`config.mk`:
```
export PLATFORM = sky130hd
export DESIGN_NAME = bw_search_ctrl
export DESIGN_NICKNAME = d
export VERILOG_FILES = /design/src/rtl/bw_search_ctrl.sv
export SDC_FILE = /design/constraint.sdc
export NUM_CORES = 1
export LEC_CHECK = 0
export CAP_MARGIN = 20
export CORE_ASPECT_RATIO = 0.75
export CORE_UTILIZATION = 45
export DETAILED_ROUTE_END_ITERATION = 7
export MAX_ROUTING_LAYER = met4
export PLACE_DENSITY = 0.83
export SLEW_MARGIN = 20
export SYNTH_ARGS = -nofsm -noshare
export SYNTH_HDL_FRONTEND = slang
export SYNTH_SLANG_ARGS = --single-unit
export TNS_END_PERCENT = 20
```
`constraint.sdc`:
```
create_clock -name clk_i -period 3.1 [get_ports clk_i]
set_input_delay 0.62 -clock clk_i [delete_from_list [all_inputs] [get_ports clk_i]]
set_output_delay 0.62 -clock clk_i [all_outputs]
set_load 0.01 [all_outputs]
```
`src/rtl/bw_search_ctrl.sv`:
```
// Sequencer for the bandwidth left-edge search engine: arms on a frame, freezes the
// accumulator bank, starts the engine, waits for its result (with timeout) and holds it.
module bw_search_ctrl #(
    parameter int ACCUM_WIDTH    = 18,
    parameter int FREQ_BIN_WIDTH = 16,
    parameter int TIMEOUT_CYCLES = 256,
    parameter int CNT_WIDTH      = 16
) (
    input  logic                      clk_i,
    input  logic                      rst_ni,
    input  logic                      enable_i,
    input  logic                      continuous_i,
    input  logic                      trigger_i,
    input  logic                      frame_done_i,
    output logic                      freeze_o,
    output logic                      eng_start_o,
    input  logic                      eng_busy_i,
    input  logic                      eng_valid_i,
    input  logic [FREQ_BIN_WIDTH-1:0] eng_f1_i,
    input  logic [FREQ_BIN_WIDTH-1:0] eng_f2_i,
    input  logic [ACCUM_WIDTH-1:0]    eng_L1_i,
    input  logic [ACCUM_WIDTH-1:0]    eng_L2_i,
    output logic                      res_valid_o,
    input  logic                      res_ready_i,
    output logic [FREQ_BIN_WIDTH-1:0] res_f1_o,
    output logic [FREQ_BIN_WIDTH-1:0] res_f2_o,
    output logic [ACCUM_WIDTH-1:0]    res_L1_o,
    output logic [ACCUM_WIDTH-1:0]    res_L2_o,
    output logic                      res_timeout_o,
    output logic                      overrun_o,
    input  logic                      clear_i,
    output logic [CNT_WIDTH-1:0]      meas_count_o,
    output logic [7:0]                drop_count_o
);

    localparam int TMO_W = (TIMEOUT_CYCLES > 2) ? $clog2(TIMEOUT_CYCLES) : 1;
    localparam logic [TMO_W-1:0] TMO_LOAD = TMO_W'(TIMEOUT_CYCLES - 1);

    typedef enum logic [2:0] {
        S_IDLE,
        S_ARM,
        S_START,
        S_WAIT,
        S_DRAIN,
        S_HOLD
    } state_t;

    state_t           r_state;
    state_t           w_state_nxt;
    logic [TMO_W-1:0] r_tmo;
    logic             w_capture;
    logic             w_timeout;
    logic             w_drop;

    assign w_capture = (r_state == S_WAIT) && eng_valid_i;
    assign w_timeout = (r_state == S_WAIT) && !eng_valid_i && (r_tmo == '0);
    assign w_drop    = frame_done_i && enable_i && (r_state != S_ARM);

    always_ff @(posedge clk_i or negedge rst_ni) begin
        if (!rst_ni) r_state <= S_IDLE;
        else         r_state <= w_state_nxt;
    end

    always_comb begin
        w_state_nxt = r_state;
        case (r_state)
            S_IDLE:  if (enable_i && (continuous_i || trigger_i)) w_state_nxt = S_ARM;
            S_ARM: begin
                if (!enable_i)         w_state_nxt = S_IDLE;
                else if (frame_done_i) w_state_nxt = S_START;
            end
            S_START: w_state_nxt = S_WAIT;
            S_WAIT: begin
                if (w_capture)      w_state_nxt = S_HOLD;
                else if (w_timeout) w_state_nxt = S_DRAIN;
            end
            // A late engine valid here is dropped; only a quiet engine releases the bank.
            S_DRAIN: if (!eng_busy_i && !eng_valid_i) w_state_nxt = S_HOLD;
            S_HOLD: begin
                if (res_ready_i)
                    w_state_nxt = (enable_i && continuous_i) ? S_ARM : S_IDLE;
            end
            default: w_state_nxt = S_IDLE;
        endcase
    end

    always_comb begin
        freeze_o    = 1'b0;
        eng_start_o = 1'b0;
        res_valid_o = 1'b0;
        case (r_state)
            S_START: begin
                freeze_o    = 1'b1;
                eng_start_o = 1'b1;
            end
            S_WAIT:  freeze_o    = 1'b1;
            S_DRAIN: freeze_o    = 1'b1;
            S_HOLD:  res_valid_o = 1'b1;
            default: ;
        endcase
    end

    always_ff @(posedge clk_i or negedge rst_ni) begin
        if (!rst_ni) begin
            r_tmo <= '0;
        end else if (r_state == S_START) begin
            r_tmo <= TMO_LOAD;
        end else if (r_state == S_WAIT && r_tmo != '0) begin
            r_tmo <= r_tmo - 1'b1;
        end
    end

    always_ff @(posedge clk_i or negedge rst_ni) begin
        if (!rst_ni) begin
            res_f1_o      <= '0;
            res_f2_o      <= '0;
            res_L1_o      <= '0;
            res_L2_o      <= '0;
            res_timeout_o <= 1'b0;
        end else if (w_capture) begin
            res_f1_o      <= eng_f1_i;
            res_f2_o      <= eng_f2_i;
            res_L1_o      <= eng_L1_i;
            res_L2_o      <= eng_L2_i;
            res_timeout_o <= 1'b0;
        end else if (w_timeout) begin
            res_f1_o      <= '0;
            res_f2_o      <= '0;
            res_L1_o      <= '0;
            res_L2_o      <= '0;
            res_timeout_o <= 1'b1;
        end
    end

    always_ff @(posedge clk_i or negedge rst_ni) begin
        if (!rst_ni) begin
            overrun_o    <= 1'b0;
            meas_count_o <= '0;
            drop_count_o <= '0;
        end else if (clear_i) begin
            overrun_o    <= 1'b0;
            meas_count_o <= '0;
            drop_count_o <= '0;
        end else begin
            if (w_capture) meas_count_o <= meas_count_o + 1'b1;
            if (w_drop) begin
                overrun_o <= 1'b1;
                if (drop_count_o != 8'hFF) drop_count_o <= drop_count_o + 1'b1;
            end
        end
    end

endmodule
```
-- Yosys cells after proc, flatten, opt, wreduce, memory -nomap -nowiden
Cells that the tools add are included.
- word-level logic and storage cells: 77
- input port bits: 78
- output and inout bits: 97
- register bits after elaboration: 105
- add/subtract/negate cells: 3
- reductions and logical operators: 23
- eq/ne operators: 12
- muxes and demuxes: 29
- operator list (operator ; number):
    16-bit two-way mux ; 5
    18-bit two-way mux ; 3
    8-bit two-way mux ; 5
    3-bit two-way mux ; 7
    3-bit one-hot mux with 6 select lines ; 1
    16-bit by 1-bit adder with 16-bit output, second input constant ; 1
    2-bit nonzero test ; 5
    1-bit logical AND ; 9
    8-bit by 1-bit adder with 8-bit output, second input constant ; 1
    8-bit zero test ; 1
    1-bit two-way mux ; 8
    8-bit inequality test, second input constant ; 1
    8-bit nonzero test ; 1
    8-bit by 1-bit subtractor with 8-bit output, second input constant ; 1
    3-bit by 2-bit equality test with 1-bit output, second input constant ; 2
    3-bit equality test, second input constant ; 2
    2-bit inequality test, second input constant ; 3
    3-bit inequality test, second input constant ; 2
    5-bit AND reduction ; 1
    3-bit by 1-bit equality test with 1-bit output, second input constant ; 1
    3-bit zero test ; 1
    3-bit by 1-bit inequality test with 1-bit output, second input constant ; 1
    3-bit OR reduction ; 1
    1-bit zero test ; 2
    2 further kinds ; 2

-- Logic depth before layout (Yosys ltp)
- depth in word-level cells: 6
- depth in mapped cells: 8
- mapped depth without buffers: 6

-- Worst setup path after synthesis
Ideal clock, no wire load.
- kind: input port to flip-flop
- start: input eng_valid_i
- end: register meas_count_o[15]
- data arrival time: 1.995 ns
- stages on the path: 6
- buffers on the path: 2
- required time: 3.022 ns
- library setup time: 0.078 ns
- slack: 1.026 ns
- path through: buf_2 > nand4b_4 > or3_1 > buf_2 > or4_1 > a21oi_1
- word-level cells in the longest chain between the ends: 2
- ends and longest elaborated chain (what ; line ; RTL):
    from (decl) ; 18 ; input logic eng_valid_i,
    1-bit logical AND ; 55 ; assign w_capture = (r_state == S_WAIT) && eng_valid_i;
    2-bit nonzero test (no line) ; n/a ;
    to (signal assigned) ; 145 ; if (w_capture) meas_count_o <= meas_count_o + 1'b1;
    to (decl) ; 32 ; output logic [CNT_WIDTH-1:0] meas_count_o,
Every way passes these cells.
A chain may end at the register's enable or synchronous reset.

-- Final worst setup path
- start: register r_state[2]
- end: output eng_start_o
- word-level cells in the longest chain between the ends: 2
- ends and longest elaborated chain (what ; line ; RTL):
    from (decl) ; 48 ; state_t r_state;
    from (signal assigned) ; 61 ; else r_state <= w_state_nxt;
    3-bit by 2-bit equality test with 1-bit output ; 91 ; case (r_state)
    1-bit two-way mux ; 91 ;
    to (decl) ; 16 ; output logic eng_start_o,
Every way passes these cells.

==> flow_summary.yaml <==
pwr:
  swShare_pct: 31.07
  peakVddDrop_mv: 0.5309
  p_total_w: 0.005476
  pwr-share-clk_pct: 18.8
  p_leak_nw: 2.864
  power_frac_comb_pct: 40.3
  power_per_cell_area_nw_per_um2: 835.6
  power.switching_w: 0.001701
  p_int_w: 0.003775
  pwr-share-seq_pct: 40.9
clock_tree:
  clock_tree.buffer_depth: 2
  postCtsSetupBuffers: 0
  cts_sinks: 105
  cts.repair.resized: 0
  cts_max_level: 3
  cts_tree: "done"
  cts_made_buffers: 9
  clkLatencyLatePin_ps: 340
  hold_buffers: 0
  clkTransAtPathRegs_ps: 70
  cts-root-buf: "clkbuf_16"
timing:
  rsz0062_at_grt: "false"
  setup_slack_ps: 524.0
  tightest_slew_ps: 662.7
  hold_violations: 0
  period_minus_slack_ps: 2576
  setup_viol: 0
  fin_crit_sh_pct: 83.10
  final_max_slew_viol_count: 0
  fmax_mhz: 388.2
  slew_headroom_pct: 55.82
  setup_tns_ps: 0
  fin_skew_ps: 7.165
setup_path:
  cp_cell_sequence: "nand2b_1 -> nand2b_1 -> inv_1 -> clkdlybuf4s50_1"
  critical_path_arrival_ps: 1960
  cp_slowest_stage_delay_ps: 540
  path_common_cell: "nand2b_1"
  path_max_fanout: 10
  critPathSlowestCell: "clkdlybuf4s50_1"
  cp.required_ps: 2480
  crit_family: "buffers and inverters"
  critPathCaptureType: "output pin"
  critPathBufInv: 2
  crit_path_start_kind: "register"
  path_class: "register to output pin"
grt:
  grt_max_degree: 78
  use_met3_pct: 5.329
  grt.total_usage_pct: 23.09
  grt_pass1_vias: 3538
  grt_overflow_total: 0
  grt-busiest-layer: "met2"
  grt_util_met2_pct: 36.36
  grt_antenna_before_repair: 0
  globalRouteMet1Util_pct: 30.18
  grt_pass1_wl_mm: 17.53
logic_synthesis:
  syn_area_per_cell_um2: 11.89
  syn_nets: 453
  ys_ff_latch: 105
  synth-main-ff-cell: "dfrtp_1"
  synth_cell_types: 51
  synth_enable_flop_cells: 0
  synth_cells: 371
  ys_seq_area_share_pct: 59.56
  ys_async_sr_fraction_pct: 100.0
  syn_area_um2: 4412
  synth-warning-count: 0
status:
  status: "complete, no violations"
layout:
  drive_above_1_share_pct: 5.720
  antenna_cells: 0
  area_delta_synth_final_pct: 48.53
  fin_nets: 619
  n_fill_cell: 684
floorplan:
  num_rows: 30
  ios: 175
  core_um2: 9271
  die_h_um: 87.75
  dieWidth_um: 116.3
  die_area_um2: 10210
  start_util_pct: 47.58
routing:
  postRouteAntennaNets: 0
  wl_per_cell_um: 16.69
  drtIter0Drc: 153
  drc_errors: 0
  routed_wl_mm: 11.18
  num_vias: 3633
  drtPass1Iterations: 4
  routed_via_density: 5.422
hold_path:
  hold_path.class: "input port to asynchronous set/reset pin"
place:
  place_ws_ps: 575.7
  hpwl_mm: 7.964
  place.gp.congestion: 0.9122
  port_buffers: 174
flow_run:
  drv_cap: 0
## power by group through the flow
stage | Clock (W) | Sequential [W] | Combinational (W)
floorplan | 0 | 0.00238 | 0.000827
global placement | 0 | 0.00223 | 0.00218
detailed placement | 0 | 0.00224 | 0.00223
CTS | 0.00107 | 0.00224 | 0.00224
global route | 0.00112 | 0.00230 | 0.00238
finish | 0.00103 | 0.00224 | 0.00221
## cell usage in the layout (no fill, tap or decap), drive strengths merged, types with 4 or more instances in the layout
cell type,instances
mux2,4
nand4,5
clkbuf,11
nand3,13
xor2,7
and3,4
inv,11
ha,4
dfrtp,105
clkdlybuf4s50,173
buf,8
or4,4
a22o,68
nor2,29
nor4,5
a21oi,11
o21ai,9
xnor2,7
or3,4
nand2,15
nor2b,5
## routing by layer
layer / vias up / routed length, um
met5: - / 0
met2: 116 / 5366
li1: 1718 / -
met1: 1788 / 5067
met3: 11 / 633
met4: 0 / 115
## logic make-up (layout without fill, tap and decap cells)
kind of cell	count (synthesis)	count (layout)	synth area share, %
xor+xnor	14	14	2.779
fa+ha+maj	4	4	1.134
simple gates	101	101	12.56
compound gates	107	107	19.23
flops	105	105	59.56
mux	5	5	1.248
buf+inv	35	206	3.488
## final cells by class
type | count | area (um^2) | share of cell area (%)
tap | 128 | 160.2 | 2.444
timing repair buffer | 181 | 1817 | 27.73
multi-input combinational | 231 | 1643 | 25.07
sequential | 105 | 2628 | 40.10
inverter | 9 | 33.78 | 0.5156
clock inverter | 5 | 38.79 | 0.5919
clock buffer | 11 | 232.7 | 3.552
## sequential cells by signal, indices dropped and copies added, names as in the netlist
register / cells
drop_count_o: 8
meas_count_o: 16
overrun_o: 1
r_state: 3
r_tmo: 8
res_L1_o: 18
res_L2_o: 18
res_f1_o: 16
res_f2_o: 16
res_timeout_o: 1
## worst register-to-register path: stages (launching register included)
cell	delay [ps]
dfrtp_1	380
inv_1	120
ha_1	160
or3b_2	490
o21ai_1	430
o221ai_1	180
mux2_2	280
## Yosys cell counts (4+ instances only)
library cell	number	share of area, %
or3_1	4	0.57
nor2_1	29	2.5
ha_1	4	1.1
nor2b_1	5	0.71
a21oi_1	11	1.2
and3_1	4	0.57
clkbuf_1	12	1.0
o21ai_0	7	0.79
nor4_1	5	0.71
nand4_1	5	0.71
nand2_1	15	1.3
xor2_1	7	1.4
nand3_1	13	1.5
inv_1	9	0.77
mux2_2	4	1.0
a22o_1	68	13
dfrtp_1	105	60
xnor2_1	7	1.4
buf_2	9	1.0
## through the flow
step | std cells | util (%) | hold slack, ps | instance area, um^2
after floorplan | 371 | - | 324.4 | 4412
after global placement | 654 | 67.75 | 481.4 | 6281
after CTS | 670 | 70.67 | 326.6 | 6553
after global routing | 670 | 70.67 | 356.4 | 6553
final | 670 | 70.67 | 302.5 | 6553
after detailed placement | 654 | 67.75 | 480.9 | 6281
## final timing paths
path                             start               to  slack, ps  cells after the start
min                             rst_ni  drop_count_o[7]        300                      1
min in group clk_i         res_f1_o[9]      res_f1_o[9]        500                      1
max reg2reg                   r_tmo[0]       r_state[0]        970                      6
max                         r_state[2]      eng_start_o        520                      4
max in group asynchronous       rst_ni      res_f2_o[1]       2060                      2
min reg2reg                res_f1_o[9]      res_f1_o[9]        500                      1
Power figures use the tool's default switching activity.
